<file path="src/rtl/fpu_div_pkg.sv">
// ---------------------------------------------------------------------------
// fpu_div_pkg
// Shared definitions for the FPU divide path.
//   - state_e        : FSM states of the iterative mantissa divider
//   - MANT_W_SINGLE  : mantissa width incl. hidden bit, single precision
//   - MANT_W_DOUBLE  : mantissa width incl. hidden bit, double precision
//   - iterCount()    : number of quotient bits produced (integer bit, the
//                      WIDTH-1 fraction bits and two guard bits)
//   - cntWidth()     : width of an iteration counter that can hold iterCount()
// ---------------------------------------------------------------------------
package fpu_div_pkg;

  typedef enum logic [1:0] {
    IDLE = 2'd0,
    RUN  = 2'd1,
    DONE = 2'd2
  } state_e;

  localparam int MANT_W_SINGLE = 24;
  localparam int MANT_W_DOUBLE = 53;

  // One iteration per quotient bit; the quotient carries WIDTH+2 bits.
  function automatic int iterCount(input int width);
    return width + 2;
  endfunction

  // Enough bits to represent 0..iterCount(width).
  function automatic int cntWidth(input int width);
    return $clog2(iterCount(width) + 1);
  endfunction

endpackage

</file>
<file path="src/rtl/mant_sub.sv">
// ---------------------------------------------------------------------------
// mant_sub
// Ripple-carry subtractor used for the trial subtraction of the restoring
// divider. Computes A - B as A + ~B + 1 through a chain of full-adder cells.
// Ports:
//   A      input  W  minuend
//   B      input  W  subtrahend
//   Diff   output W  A - B (modulo 2^W)
//   Borrow output 1  high when B > A (inverse of the final carry-out)
// ---------------------------------------------------------------------------
module mant_sub #(
  parameter int W = 25
) (
  input  logic [W-1:0] A,
  input  logic [W-1:0] B,
  output logic [W-1:0] Diff,
  output logic         Borrow
);

  logic [W:0]   carry;
  logic [W-1:0] bInv;

  // Two's-complement subtraction: invert the subtrahend and inject a
  // carry of one at the LSB of the adder chain.
  assign bInv     = ~B;
  assign carry[0] = 1'b1;

  // Each stage is a plain full-adder cell; the chain ripples LSB to MSB.
  for (genvar i = 0; i < W; i++) begin : g_fa
    assign Diff[i]    = A[i] ^ bInv[i] ^ carry[i];
    assign carry[i+1] = (A[i] & bInv[i]) | (A[i] & carry[i]) | (bInv[i] & carry[i]);
  end

  // No carry out of the top means the subtraction wrapped, i.e. a borrow.
  assign Borrow = ~carry[W];

endmodule

</file>
<file path="src/rtl/mant_div_seq.sv">
// ---------------------------------------------------------------------------
// mant_div_seq
// Sequential restoring mantissa divider. Produces one quotient bit per clock,
// MSB first, for two normalized mantissas (hidden bit included). The result
// carries one integer bit, WIDTH+1 fraction bits and an optional sticky flag
// for the downstream rounder.
//
// Build option:
//   MANT_DIV_STICKY_EN  defined   : Sticky = OR of the final remainder
//                       undefined : Sticky tied low, rounder truncates
//
// Ports:
//   CLK       input  1        rising-edge clock
//   RST_N     input  1        asynchronous active-low reset
//   Start     input  1        request, only looked at in IDLE
//   Dividend  input  WIDTH    normalized mantissa (MSB = 1)
//   Divisor   input  WIDTH    normalized mantissa, all-zero = divide by zero
//   Busy      output 1        FSM not in IDLE
//   Done      output 1        one-cycle pulse, results valid
//   Quotient  output WIDTH+2  bit WIDTH+1 is the integer bit
//   Sticky    output 1        final remainder non-zero
//   DivZero   output 1        divisor was zero
// ---------------------------------------------------------------------------
module mant_div_seq
  import fpu_div_pkg::*;
#(
  parameter int WIDTH = MANT_W_SINGLE
) (
  input  logic             CLK,
  input  logic             RST_N,
  input  logic             Start,
  input  logic [WIDTH-1:0] Dividend,
  input  logic [WIDTH-1:0] Divisor,
  output logic             Busy,
  output logic             Done,
  output logic [WIDTH+1:0] Quotient,
  output logic             Sticky,
  output logic             DivZero
);

  localparam int N  = iterCount(WIDTH);
  localparam int CW = cntWidth(WIDTH);
  localparam logic [CW-1:0] LAST_ITER = CW'(N - 1);

  state_e           state_q, state_d;
  logic [CW-1:0]    cnt_q, cnt_d;
  logic [WIDTH:0]   rem_q, rem_d;
  logic [WIDTH-1:0] div_q, div_d;
  logic [WIDTH+1:0] quo_q, quo_d;
  logic             done_q, done_d;
  logic             sticky_q, sticky_d;
  logic             divzero_q, divzero_d;

  logic [WIDTH:0]   trialDiff;
  logic             trialBorrow;
  logic             stickyCalc;

  // Trial subtraction R - {0, D}. The remainder invariant R < 2D keeps
  // both operands inside WIDTH+1 bits.
  mant_sub #(
    .W (WIDTH + 1)
  ) u_sub (
    .A      (rem_q),
    .B      ({1'b0, div_q}),
    .Diff   (trialDiff),
    .Borrow (trialBorrow)
  );

`ifdef MANT_DIV_STICKY_EN
  // Inexact-result detection: any bit left in the final remainder.
  assign stickyCalc = |rem_d;
`else
  assign stickyCalc = 1'b0;
`endif

  // Next-state logic for the FSM and the datapath registers. Sticky is
  // captured on the same edge that enters DONE so it is valid together
  // with the Done pulse. After the subtract (or restore) the remainder is
  // below D, so the left shift never drops a set MSB.
  always_comb begin
    state_d   = state_q;
    cnt_d     = cnt_q;
    rem_d     = rem_q;
    div_d     = div_q;
    quo_d     = quo_q;
    done_d    = 1'b0;
    sticky_d  = sticky_q;
    divzero_d = divzero_q;

    case (state_q)
      IDLE: begin
        if (Start) begin
          div_d    = Divisor;
          rem_d    = {1'b0, Dividend};
          quo_d    = '0;
          cnt_d    = '0;
          sticky_d = 1'b0;
          if (Divisor == '0) begin
            divzero_d = 1'b1;
            quo_d     = '1;
            done_d    = 1'b1;
            state_d   = DONE;
          end else begin
            divzero_d = 1'b0;
            state_d   = RUN;
          end
        end
      end

      RUN: begin
        if (trialBorrow) begin
          rem_d = rem_q << 1;
        end else begin
          rem_d = trialDiff << 1;
        end
        quo_d = {quo_q[WIDTH:0], ~trialBorrow};
        cnt_d = cnt_q + CW'(1);
        if (cnt_q == LAST_ITER) begin
          done_d   = 1'b1;
          sticky_d = stickyCalc;
          state_d  = DONE;
        end
      end

      DONE: begin
        state_d = IDLE;
      end

      default: begin
        state_d = IDLE;
      end
    endcase
  end

  // State and datapath registers; reset abandons any operation in flight.
  always_ff @(posedge CLK or negedge RST_N) begin
    if (!RST_N) begin
      state_q   <= IDLE;
      cnt_q     <= '0;
      rem_q     <= '0;
      div_q     <= '0;
      quo_q     <= '0;
      done_q    <= 1'b0;
      sticky_q  <= 1'b0;
      divzero_q <= 1'b0;
    end else begin
      state_q   <= state_d;
      cnt_q     <= cnt_d;
      rem_q     <= rem_d;
      div_q     <= div_d;
      quo_q     <= quo_d;
      done_q    <= done_d;
      sticky_q  <= sticky_d;
      divzero_q <= divzero_d;
    end
  end

  assign Busy     = (state_q != IDLE);
  assign Done     = done_q;
  assign Quotient = quo_q;
  assign Sticky   = sticky_q;
  assign DivZero  = divzero_q;

endmodule

</file>
<file path="config.mk">
export PLATFORM = sky130hd
export DESIGN_NAME = mant_div_seq
export DESIGN_NICKNAME = d
export VERILOG_FILES = /design/src/rtl/fpu_div_pkg.sv /design/src/rtl/mant_sub.sv /design/src/rtl/mant_div_seq.sv
export SDC_FILE = /design/constraint.sdc
export NUM_CORES = 1
export LEC_CHECK = 0
export BUFFER_PORTS_ARGS = -buffer_cell sky130_fd_sc_hd__buf_2
export CAP_MARGIN = 20
export CORE_ASPECT_RATIO = 0.8
export CORE_UTILIZATION = 55
export DETAILED_ROUTE_END_ITERATION = 7
export PLACE_DENSITY = 0.87
export SYNTH_ARGS = -nofsm -noshare
export SYNTH_HDL_FRONTEND = slang
export SYNTH_SLANG_ARGS = --single-unit
</file>
<file path="constraint.sdc">
create_clock -name CLK -period 16.1 [get_ports CLK]
set_clock_uncertainty 0.1 [all_clocks]
set_input_delay 1.61 -clock CLK [delete_from_list [all_inputs] [get_ports CLK]]
set_output_delay 1.61 -clock CLK [all_outputs]
set_load 0.01 [all_outputs]
</file>
Word level (Yosys, flattened, before mapping)

Index checks and enable logic that the tools add are counted.
Widths: inputs -> output; s select.

Bits in registers: 85
Input bits: 51

$add $sub $neg: 1
Equality and inequality tests: 4
Mux-type cells: 19
Bitwise gates (word level): 172
Reduce and logical (&&, ||, !) cells: 8

Operator list:

| kind                | number |
|---|---|
| $and 1x1->1         | 73 |
| $mux 26             | 2 |
| $pmux 26 s2         | 1 |
| $mux 25             | 2 |
| $or 1x1->1          | 50 |
| $pmux 25 s2         | 1 |
| $xor 1x1->1         | 47 |
| $not 24->25         | 1 |
| $logic_not 24->1    | 1 |
| $pmux 5 s2          | 1 |
| $mux 2              | 3 |
| $reduce_and 2->1    | 3 |
| $add 5x1->5 const B | 1 |
| $eq 5x5->1 const B  | 1 |
| $mux 1              | 5 |
| $mux 5              | 1 |
| $ne 2x2->1 const B  | 2 |
| $pmux 1 s2          | 2 |
| $pmux 2 s2          | 1 |
| $reduce_bool 2->1   | 2 |
| $reduce_and 3->1    | 1 |
| $eq 2x1->1 const B  | 1 |
| $logic_not 2->1     | 1 |
| $not 1->1           | 1 |

Longest topological paths before layout

Gate-level depths: netlist of run 1.

Depth after elaboration: 78
Depth in mapped cells: 32

Hierarchy

A second synthesis of run 1 with hierarchy kept.

Cell total of the unflattened synthesis: 450
Area total of the unflattened synthesis: 4376.7 µm²

Modules (own cells, without submodules):

| module       | times used | cells each | area an instance (µm²) |
|---|---|---|---|
| mant_div_seq | 1          | 375        | 3696.0 |
| mant_sub     | 1          | 75         | 680.7 |

Worst setup path before layout of run 1

No wires, ideal clock.

Kind: register to register
Start: register rem_q[0]
End: register rem_q[10]
Setup time: 0.137 ns
Arrival: 9.995 ns
Required time: 15.863 ns
Path slack: 5.868 ns
Cell stages (with the launch flop): 33
Cells stage by stage: dfrtp_1 inv_1 ha_1 fa_1 fa_1 fa_1 fa_1 fa_1 fa_1 fa_1 fa_1 fa_1 fa_1 fa_1 fa_1 fa_1 fa_1 fa_1 fa_1 fa_1 fa_1 fa_1 fa_1 fa_1 fa_1 inv_1 fa_1 or2_2 clkbuf_1 clkbuf_1 nand2_1 o21ai_0 a21oi_1

Word-level cells in the longest chain between the ends: 77

Ends and longest elaborated chain:

| what                       | line                | text |
|---|---|---|
| start, declared            | mant_div_seq.sv:47  | `logic [WIDTH:0] rem_q, rem_d;` |
| start signal, assigned     | mant_div_seq.sv:149 | `rem_q <= rem_d;` |
| $and 1x1->1                | mant_sub.sv:31      | `assign carry[i+1] = (A[i] & bInv[i]) \| (A[i] & carry[i]) \| (bInv[i] & carry[i]);` |
| $or 1x1->1 * (2 in series) | mant_sub.sv:31      |  |
| $and 1x1->1                | mant_sub.sv:31      |  |
| $or 1x1->1                 | mant_sub.sv:31      |  |
| $or 1x1->1 *               | mant_sub.sv:31      |  |
| $and 1x1->1                | mant_sub.sv:31      |  |
| $or 1x1->1                 | mant_sub.sv:31      |  |
| $or 1x1->1 *               | mant_sub.sv:31      |  |
| (+57 left out)             | n/a                 |  |
| $and 1x1->1                | mant_sub.sv:31      |  |
| $or 1x1->1 (2 in series)   | mant_sub.sv:31      |  |
| $and 1x1->1                | mant_sub.sv:31      |  |
| $or 1x1->1 (2 in series)   | mant_sub.sv:31      |  |
| $and 1x1->1                | mant_sub.sv:31      |  |
| $or 1x1->1 (2 in series)   | mant_sub.sv:31      |  |
| $mux 25 *                  | mant_div_seq.sv:111 | `if (trialBorrow) begin` |
| $pmux 25 s2 *              | mant_div_seq.sv:90  | `case (state_q)` |

Every way passes the cells marked *; elsewhere a longest branch is shown, timed or not.
A chain may end at the register's enable or synchronous reset.

Final worst setup path of run 1

Start: register rem_q[0]
End: register rem_q[7]

Word-level cells in the longest chain between the ends: 77

Ends and longest elaborated chain:

| what                       | line |
|---|---|
| $and 1x1->1                | mant_sub.sv:31 |
| $or 1x1->1 * (2 in series) | mant_sub.sv:31 |
| $and 1x1->1                | mant_sub.sv:31 |
| $or 1x1->1                 | mant_sub.sv:31 |
| $or 1x1->1 *               | mant_sub.sv:31 |
| $and 1x1->1                | mant_sub.sv:31 |
| $or 1x1->1                 | mant_sub.sv:31 |
| $or 1x1->1 *               | mant_sub.sv:31 |
| (+57 left out)             | n/a |
| $and 1x1->1                | mant_sub.sv:31 |
| $or 1x1->1 (2 in series)   | mant_sub.sv:31 |
| $and 1x1->1                | mant_sub.sv:31 |
| $or 1x1->1 (2 in series)   | mant_sub.sv:31 |
| $and 1x1->1                | mant_sub.sv:31 |
| $or 1x1->1 (2 in series)   | mant_sub.sv:31 |
| $mux 25 *                  | mant_div_seq.sv:111 |
| $pmux 25 s2 *              | mant_div_seq.sv:90 |

Marked as above.

==> flow_metrics.py, run 1 <==
metrics = {
    "synthesis": {
        "synth_fp_nets": 500,
        "syn_area_per_cell_um2": 10.0,
        "synth_cell_type_count": 32,
        "synth_top_area_share_pct": 49.7,
        "ys_ff_latch": 84,
        "ys_warn_count": 0,
        "ys_seq_area_share_pct": 49.7,
        "yosys-top-cells-area": "dfrtp_1 50%, fa_1 11%, nand2_1 8.8%",
        "syn-cell-area_um2": 4230,
        "yosysTopAreaCell": "dfrtp_1",
        "netlist_instances": 423,
    },
    "clocking": {
        "clk_latency_ns": 0.36,
        "cts_max_path_buffers": 2,
        "cts_root_buffer": "clkbuf_8",
        "cts-resized-gates": 0,
        "hold_buffers": 0,
        "htree_levels": 3,
        "cts_sinks": 84,
        "cts_buffers": 9,
        "clk_pin_slew_ns": 0.10,
        "postCtsSetupRepairBufs": 0,
        "cts_tree": "yes",
    },
    "grt": {
        "track_usage_pct": 24.9,
        "grt-busiest-layer": "met2",
        "grt-ovfl-total": 0,
        "grt_util_met2_pct": 40.2,
        "use_met1_pct": 33.7,
        "first_global_vias": 3169,
        "grt_pass1_wl_um": 15300,
        "use_met3_pct": 5.57,
        "grt_antenna_before_repair": 0,
        "grt_start_max_net_pins": 85,
    },
    "run_status": {
        "status": "finished, final reports clean",
    },
    "power": {
        "peakVddDrop_v": 0.0000919,
        "p_per_area_nw_per_um2": 229,
        "leakage_nw": 2.47,
    },
    "die": {
        "core_area_um2": 7430,
        "die_x_um": 100,
        "ios": 81,
        "die-area_um2": 8050,
        "initial_core_util_pct": 57.0,
        "fp-row-count": 28,
        "die_y_um": 80.4,
    },
    "setup_path": {
        "worstPathRequired_ns": 16.28,
        "reg2reg_slack_ns": 5.35,
        "path_common_cell": "fa_1",
        "setup.worst_path.class": "register to register",
        "setup.worst_path.end_class": "register",
        "startpoint_type": "register",
        "cp_max_fo": 47,
        "path_delay_family": "adder cells",
        "critPathMaxStageDelay_ns": 0.59,
        "worstSetupStartpoint": "rem_q[0]",
        "r2r-start": "rem_q[0]",
        "critPathArrivalTime_ns": 10.92,
        "cpMaxStageDelayCell": "or2_2",
        "path_buf_inv": 2,
    },
    "drt": {
        "wire_per_inst_um": 15.7,
        "wl_um": 9370,
        "first_pass_iters": 5,
        "remaining_drc_errors": 0,
        "vias": 3353,
        "drt-initial-drc-count": 230,
        "avgViaCountPerCell": 5.62,
        "ant_nets": 0,
    },
    "timing": {
        "maxSlewViolCount": 0,
        "rsz0062_at_grt": "no",
        "setup_viol": 0,
        "finalHoldViolCount": 0,
        "max_slew_margin_pct": 49.7,
        "setup_ws_ns": 5.35,
        "final.min_clock_period_ns": 10.75,
        "max_freq_ghz": 0.0930,
        "tns_ns": 0,
        "timing.final.crit_share_pct": 66.8,
        "worst_pin_slew_ns": 0.755,
    },
    "final_layout": {
        "ff_latch_area_um2": 2100,
        "multiInputGateArea_um2": 1890,
        "diodes": 0,
        "fill_cells": 570,
        "mostFrequentLayoutCell": "nand2_1",
        "layout_common_cells": "99 x nand2_1, 84 x dfrtp_1, 78 x buf_2",
        "final_nets": 564,
        "post_route_cells_drive_above_1_share_pct": 21.3,
        "area_delta_synth_final_pct": 15.8,
    },
    "worst_hold_path": {
        "hp-class": "register to register",
        "hp-start": "DivZero",
    },
    "placement": {
        "pre_cts_slack_ns": 5.36,
        "dpl.hpwl_um": 6180,
        "port_buffers": 79,
        "gp_congestion": 0.798,
    },
    "run": {
        "cap_viol_max_count": 0,
    },
}
==> synthesized netlist by cell type <==
library cell / number
nand4_1: 2
nand3_1: 3
o21ai_0: 29
buf_2: 12
xor2_1: 1
buf_1: 1
nand2_2: 1
a221o_1: 26
nor2_4: 1
nor4_1: 6
o22ai_1: 1
a211oi_1: 23
nor4_4: 1
inv_1: 28
dfrtp_1: 84
ha_1: 3
a21oi_1: 24
nor2b_1: 2
a21o_1: 3
o31ai_1: 2
and4b_1: 1
conb_1: 1
clkbuf_1: 14
or2_2: 1
nand2_1: 99
buf_4: 1
nor2_1: 25
a22oi_1: 1
fa_1: 23
nand2b_1: 1
nor3b_2: 1
buf_6: 2
==> worst register-to-register path, delay by kind of cell (launching register included) <==
| kind | cells | cell delay, ns |
|---|---|---|
| fa+ha+maj | 24 | 9.04 |
| simple gates | 1 | 0.59 |
| compound gates | 2 | 0.45 |
| flops | 1 | 0.36 |
| buf+inv | 2 | 0.14 |
==> metrics by stage <==
stage	util [%]	hold slack [ns]	cell area [µm²]	total power, mW	cells
floorplan	-	0.350	4230	0.802	423
global placement	62.6	0.367	4650	0.906	580
detailed placement	62.6	0.361	4650	0.952	580
CTS	65.6	0.395	4870	1.13	596
global route	66.0	0.422	4900	1.23	597
finish	66.0	0.387	4900	1.12	597
==> area by class of cell <==
type                       instances  area share, %
clock inverter                     7           2.02
timing repair buffer              83           9.14
sequential                        84           42.9
inverter                          28           2.15
tap                              105           2.68
multi-input combinational        281           38.6
clock buffer                       9           2.53
==> flip-flops by register name, summed over array words and instances (netlist names) <==
register,count
DivZero,1
state_q,2
Quotient,26
div_q,24
cnt_q,5
rem_q,25
Done,1
==> metal layers <==
metal  share of wire (%)  vias up
met2                  50      112
met1                  43     1668
met4                0.70        0
met3                 6.1        8
li1                    -     1565
met5                   0        -
==> final timing paths <==
check	endpoint	depth (start not counted)
worst max-delay path	rem_q[7]	29
worst min-delay path	DivZero	1
worst max register to register	rem_q[7]	29
worst min register to register	DivZero	1
max in group asynchronous	Quotient[24]	2
min in group asynchronous	div_q[8]	1
==> where the power goes <==
part	internal, mW	switching (mW)	total (mW)
sequential	0.317	0.0752	0.393
clock	0.0882	0.0807	0.169
combinational	0.241	0.320	0.561
==> logic make-up after synthesis <==
family | synth area share [%]
and+or+nand+nor | 14.6
AOI/OAI and AO/OA | 17.7
DFF | 49.7
buffers and inverters | 5.94
adders and majority gates | 11.8
xor gates and xnor gates | 0.207
other | 0.0886
No activity file was read; power rests on OpenSTA's default activity.
==> inputs of run 2 (changes only) <==
clock period = 10.4 ns   (was 16.1 ns; I/O delays follow)
==> run 2 against run 1 <==
  * Cell count increased by 0.34%
  * Cell area increased by 0.87%
  * Maximum frequency increased by 7.2%
  * Critical path depth increased by 2
  * Non-clock buffer count increased by 2
  * Setup slack got worse by 5.0 ns
  * Clock power increased by 37%
  * Sequential power increased by 54%
  * Global-route usage decreased by 0.81 points
  * Flip-flop and latch count unchanged
  * First-iteration DRC count decreased by 6.5%
  * Critical endpoint is now rem_q[12]
  * Largest power group unchanged
  * Sequential share of layout area decreased by 0.37 points
==> flow_metrics.py, run 2 (synthesis results as in run 1) <==
metrics = {
    "run_status": {
        "status": "finished, final reports clean",
    },
    "setup_path": {
        "startpoint_type": "register",
        "r2r_cells": 31,
        "path_common_cell": "fa_1",
        "critPathMaxStageDelay_ns": 0.41,
        "setup.worst_path.class": "register to register",
        "r2r-start": "rem_q[0]",
        "worstPathRequired_ns": 10.53,
        "cp_max_fo": 25,
        "rr_endpoint": "rem_q[12]",
        "critPathArrivalTime_ns": 10.16,
        "reg2reg_slack_ns": 0.37,
        "cpMaxStageDelayCell": "fa_1",
        "setup.worst_path.end_class": "register",
    },
    "grt": {
        "grt_pass1_wl_um": 14900,
        "grt_start_max_net_pins": 85,
        "track_usage_pct": 24.1,
        "grt-ovfl-total": 0,
        "first_global_vias": 3127,
        "grt_antenna_before_repair": 0,
    },
    "drt": {
        "wl_um": 9050,
        "ant_nets": 0,
        "remaining_drc_errors": 0,
        "drt-initial-drc-count": 215,
        "first_pass_iters": 4,
        "wire_per_inst_um": 15.1,
        "avgViaCountPerCell": 5.45,
        "vias": 3263,
    },
    "die": {
        "ios": 81,
        "core_area_um2": 7430,
        "initial_core_util_pct": 57.0,
        "die-area_um2": 8050,
        "die_x_um": 100,
        "die_y_um": 80.4,
        "fp-row-count": 28,
    },
    "power": {
        "leakage_nw": 2.47,
        "peakVddDrop_v": 0.000152,
        "p_per_area_nw_per_um2": 351,
    },
    "timing": {
        "setup_ws_ns": 0.371,
        "max_freq_ghz": 0.0997,
        "maxSlewViolCount": 0,
        "final.min_clock_period_ns": 10.03,
        "max_slew_margin_pct": 52.1,
        "worst_pin_slew_ns": 0.718,
        "tns_ns": 0,
        "setup_viol": 0,
        "rsz0062_at_grt": "no",
        "finalHoldViolCount": 0,
        "timing.final.crit_share_pct": 96.4,
    },
    "clocking": {
        "cts_root_buffer": "clkbuf_8",
        "htree_levels": 3,
        "clk_pin_slew_ns": 0.10,
        "cts_buffers": 9,
        "cts_tree": "yes",
        "postCtsSetupRepairBufs": 0,
        "cts_max_path_buffers": 2,
        "cts_sinks": 84,
        "clk_latency_ns": 0.36,
    },
    "placement": {
        "port_buffers": 79,
        "pre_cts_slack_ns": -0.0323,
        "gp_congestion": 0.814,
        "dpl.hpwl_um": 6140,
    },
    "final_layout": {
        "mostFrequentLayoutCell": "nand2_1",
        "area_delta_synth_final_pct": 16.8,
        "diodes": 0,
        "largest_reg_flops": 26,
        "layout_common_cells": "99 x nand2_1, 84 x dfrtp_1, 78 x buf_2",
        "post_route_cells_drive_above_1_share_pct": 23.5,
        "fill_cells": 589,
        "final_nets": 566,
    },
    "run": {
        "cap_viol_max_count": 0,
    },
    "worst_hold_path": {
        "hp-class": "input pin to asynchronous set/reset pin",
    },
}
==> run 2: cell count changes in the layout (fill, tap and decap cells not counted) <==
cell        delta
clkinvlp_4     -1
or2_2          -1
buf_12         +2
bufinv_16      -2
clkinv_8       +1
or2_4          +1
inv_8          +3
fa_1           -9
fa_2           +9
clkinv_2       -1
==> run 2: per-layer routing <==
metal / vias to the layer above / global-route usage, % / wire, µm
met3: 8 / 4.53 / 423
met5: - / 0 / 0
met1: 1598 / 34.1 / 4060
li1: 1578 / - / -
met2: 79 / 38.2 / 4480
met4: 0 / 7.54 / 83
==> run 2: worst max-delay path by stage <==
stage | from | to | depth (start not counted)
3_3_place_gp | rem_q[0] | rem_q[7] | 31
4_1_cts | rem_q[0] | rem_q[7] | 31
3_5_place_dp | rem_q[0] | rem_q[7] | 31
2_1_floorplan | rem_q[0] | rem_q[10] | 32
5_1_grt | rem_q[0] | rem_q[15] | 31
6_report | rem_q[0] | rem_q[12] | 31
==> run 2: area by class of cell <==
cell class | instances | area (µm²) | area share (%)
Clock buffer | 9 | 124 | 2.51
Tap cell | 105 | 131 | 2.66
Sequential cell | 84 | 2100 | 42.5
Inverter | 28 | 105 | 2.13
Multi-Input combinational cell | 281 | 1920 | 38.8
Clock inverter | 7 | 76.3 | 1.54
Timing Repair Buffer | 85 | 488 | 9.87
==> run 2: metrics by stage <==
step | power [mW] | cell area (µm²) | cells | hold WS [ns] | util [%]
floorplan | 1.24 | 4230 | 423 | 0.350 | -
global placement | 1.42 | 4680 | 582 | 0.367 | 63.0
detailed placement | 1.49 | 4680 | 582 | 0.360 | 63.0
CTS | 1.73 | 4880 | 598 | 0.392 | 65.8
global route | 1.92 | 4940 | 599 | 0.364 | 66.5
finish | 1.74 | 4940 | 599 | 0.383 | 66.5
==> run 2: worst max-delay path, delay by kind of cell, from the launching register on <==
kind	cells	cell delay, ns
adder cells (fa/ha/maj)	24	8.72
flip-flops	1	0.35
buffers and inverters	3	0.29
AND/OR/NAND/NOR	2	0.23
AO/OA/AOI/OAI	2	0.19
==> run 2: repair_timing <==
| action | 4_1_cts | 5_1_grt |
|---|---|---|
| endpoints found under the hold margin | 0 | 0 |
| resized for setup | 2 | 11 |
| endpoints found under the setup margin | 11 | 25 |
| hold buffers | 0 | 0 |
==> run 2: report_power, final <==
| group | internal (mW) | leakage (nW) | total (mW) | switching [mW] |
|---|---|---|---|---|
| combinational | 0.400 | 1.35 | 0.899 | 0.498 |
| clock | 0.0955 | 0.103 | 0.231 | 0.135 |
| sequential | 0.491 | 1.02 | 0.607 | 0.116 |
| total | 0.987 | 2.47 | 1.74 | 0.750 |
==> inputs of run 3 (changes only) <==
BUFFER_PORTS_ARGS = default   (was -buffer_cell sky130_fd_sc_hd__buf_2)
DONT_BUFFER_PORTS = 1   (was default)
PLACE_DENSITY = 0.78   (was 0.87)
RECOVER_POWER = 50   (was default)
==> run 3 against run 2 <==
  * The flow now finishes with violations (capacitance limit, slew limit)
  * Clock power rose by 7%
  * Cell area fell by 8.5%
  * Global-route usage barely moved
  * Count of clock-buffer cells in the layout rose by 1
  * Total power fell by 1.8%
  * Die area did not move
  * Utilization fell by 5.6 points
  * First-iteration DRC count rose by 6.0%
  * Critical path depth fell by 1
  * Maximum frequency rose by 0.21%
  * Register-to-register slack improved by 0.02 ns
  * Flip-flop and latch count did not move
  * Critical endpoint is now rem_q[21]
  * Largest power group unchanged
==> flow_metrics.py, run 3 (synthesis results as in run 1) <==
metrics = {
    "worst_hold_path": {
        "hp-class": "input pin to asynchronous set/reset pin",
    },
    "grt": {
        "grt_start_max_net_pins": 85,
        "grt_antenna_before_repair": 0,
        "track_usage_pct": 24.1,
        "first_global_vias": 2943,
        "grt_pass1_wl_um": 14600,
        "grt-ovfl-total": 0,
    },
    "setup_path": {
        "reg2reg_slack_ns": 0.39,
        "setup.worst_path.end_class": "register",
        "critPathArrivalTime_ns": 10.17,
        "r2r_cells": 30,
        "r2r-start": "rem_q[0]",
        "path_common_cell": "fa_2",
        "worstSetupStartpoint": "rem_q[0]",
        "critPathCapture": "rem_q[21]",
        "startpoint_type": "register",
        "setup.worst_path.class": "register to register",
        "cp_max_fo": 23,
        "path_delay_family": "adder cells",
        "worstPathRequired_ns": 10.56,
        "critPathMaxStageDelay_ns": 0.40,
        "critical_path_cell_count": 30,
        "cpMaxStageDelayCell": "fa_1",
        "path_buf_inv": 3,
        "rr_endpoint": "rem_q[21]",
    },
    "timing": {
        "final.min_clock_period_ns": 10.01,
        "finalHoldViolCount": 0,
        "max_freq_ghz": 0.0999,
        "max_slew_margin_pct": -105,
        "worst_pin_slew_ns": 3.08,
        "timing.final.crit_share_pct": 96.2,
        "maxSlewViolCount": 77,
        "rsz0062_at_grt": "no",
        "tns_ns": 0,
        "setup_ws_ns": 0.393,
        "hold-worst-slack_ns": 0.273,
        "setup_viol": 0,
    },
    "power": {
        "p_per_area_nw_per_um2": 377,
        "p_sw_uw": 708,
        "leakage_nw": 2.13,
        "peakVddDrop_v": 0.000158,
        "power.share.clock_pct": 14.5,
        "power_mw": 1.71,
        "seqPwrFrac_pct": 37.2,
        "switching_share_pct": 41.5,
        "comb_power_share_pct": 48.3,
        "p_int_uw": 998,
    },
    "placement": {
        "gp_congestion": 0.809,
        "port_buffers": 0,
        "dpl.hpwl_um": 5700,
        "placed_area_um2": 4270,
        "pre_cts_slack_ns": -0.0268,
    },
    "final_layout": {
        "layout_common_cells": "100 x nand2_1, 84 x dfrtp_1, 29 x o21ai_0",
        "largest_reg_flops": 26,
        "mostFrequentLayoutCell": "nand2_1",
        "post_route_cells_drive_above_1_share_pct": 8.23,
        "final_cell_area_um2": 4520,
        "diodes": 0,
        "final_nets": 486,
        "area_delta_synth_final_pct": 6.95,
    },
    "die": {
        "initial_core_util_pct": 57.0,
        "die-area_um2": 8050,
        "die_y_um": 80.4,
        "core_area_um2": 7430,
        "ios": 81,
        "die_x_um": 100,
        "fp-row-count": 28,
    },
    "drt": {
        "avgViaCountPerCell": 5.78,
        "drt-initial-drc-count": 228,
        "wl_um": 8910,
        "wire_per_inst_um": 17.2,
        "ant_nets": 0,
        "vias": 2996,
        "remaining_drc_errors": 0,
        "first_pass_iters": 4,
    },
    "run": {
        "cap_viol_max_count": 1,
    },
    "clocking": {
        "cts_root_buffer": "clkbuf_8",
        "cts_buffers": 9,
        "clk_latency_ns": 0.35,
        "cts_max_path_buffers": 2,
        "cts_sinks": 84,
        "cts_tree": "yes",
        "htree_levels": 3,
        "clk_pin_slew_ns": 0.09,
        "postCtsSetupRepairBufs": 0,
    },
    "run_status": {
        "status": "finished, violations left",
        "violations": "capacitance limit, slew limit",
    },
}
run 3: cell types whose count changed in the layout (fill, tap and decap cells not counted), sizes merged:
cell      before  now
bufinv         0    2
buf           85    3
clkbuf         9   11
clkinv         3    2
clkinvlp       0    1
inv           32   28
bufbuf         0    1
run 3: cell type report:
cell class	instances	area, µm²
fillers	637	2900
flip-flops and latches	84	2100
multi-input cells	281	1910
well taps	105	131
clock buffers	10	128
inverters	28	105
clock inverters	5	77.6
repair buffers	5	71.3
run 3: worst register-to-register path: cells and delay by family, from the launching register on:
family / cells / cell delay (ns)
AOI/OAI and AO/OA: 2 / 0.27
adders and majority gates: 24 / 8.61
buffers and inverters: 3 / 0.44
DFF: 1 / 0.35
and+or+nand+nor: 1 / 0.16
run 3: how the worst min path moves through the flow:
stage               endpoint      from  slack (ns)  cells after the start
floorplan           cnt_q[4]  cnt_q[4]        0.35                      1
global placement    div_q[0]  div_q[0]        0.37                      2
detailed placement  div_q[0]  div_q[0]        0.38                      2
CTS                 div_q[5]     RST_N        0.25                      0
global route        div_q[5]     RST_N        0.25                      0
finish              div_q[5]     RST_N        0.27                      0
run 3: timing repair:
item | CTS | global route
resized for setup | 4 | 9
hold buffers | 0 | 0
gates cloned | 1 | 0
setup endpoints to repair | 23 | 25
pin swaps | 0 | 0
run 3: power groups by stage:
| stage | combinational, mW | clock [mW] | sequential [mW] |
|---|---|---|---|
| floorplan | 0.638 | 0 | 0.603 |
| global placement | 0.730 | 0 | 0.634 |
| detailed placement | 0.782 | 0 | 0.638 |
| CTS | 0.816 | 0.253 | 0.635 |
| global route | 0.960 | 0.267 | 0.657 |
| finish | 0.824 | 0.248 | 0.634 |
run 3: stage by stage:
stage / cells / util, %
final: 518 / 60.9
after CTS: 518 / 60.8
after detailed placement: 502 / 57.5
after floorplan: 423 / -
after global routing: 518 / 60.9
after global placement: 502 / 57.5
run 3: per-layer routing:
metal | GRT usage (%) | routed length [µm] | share of wire, % | vias up
li1 | - | - | - | 1408
met1 | 32.7 | 3960 | 44 | 1491
met2 | 37.8 | 4330 | 49 | 87
met3 | 7.40 | 505 | 5.7 | 10
met4 | 6.81 | 113 | 1.3 | 0
met5 | 0 | 0 | 0 | -
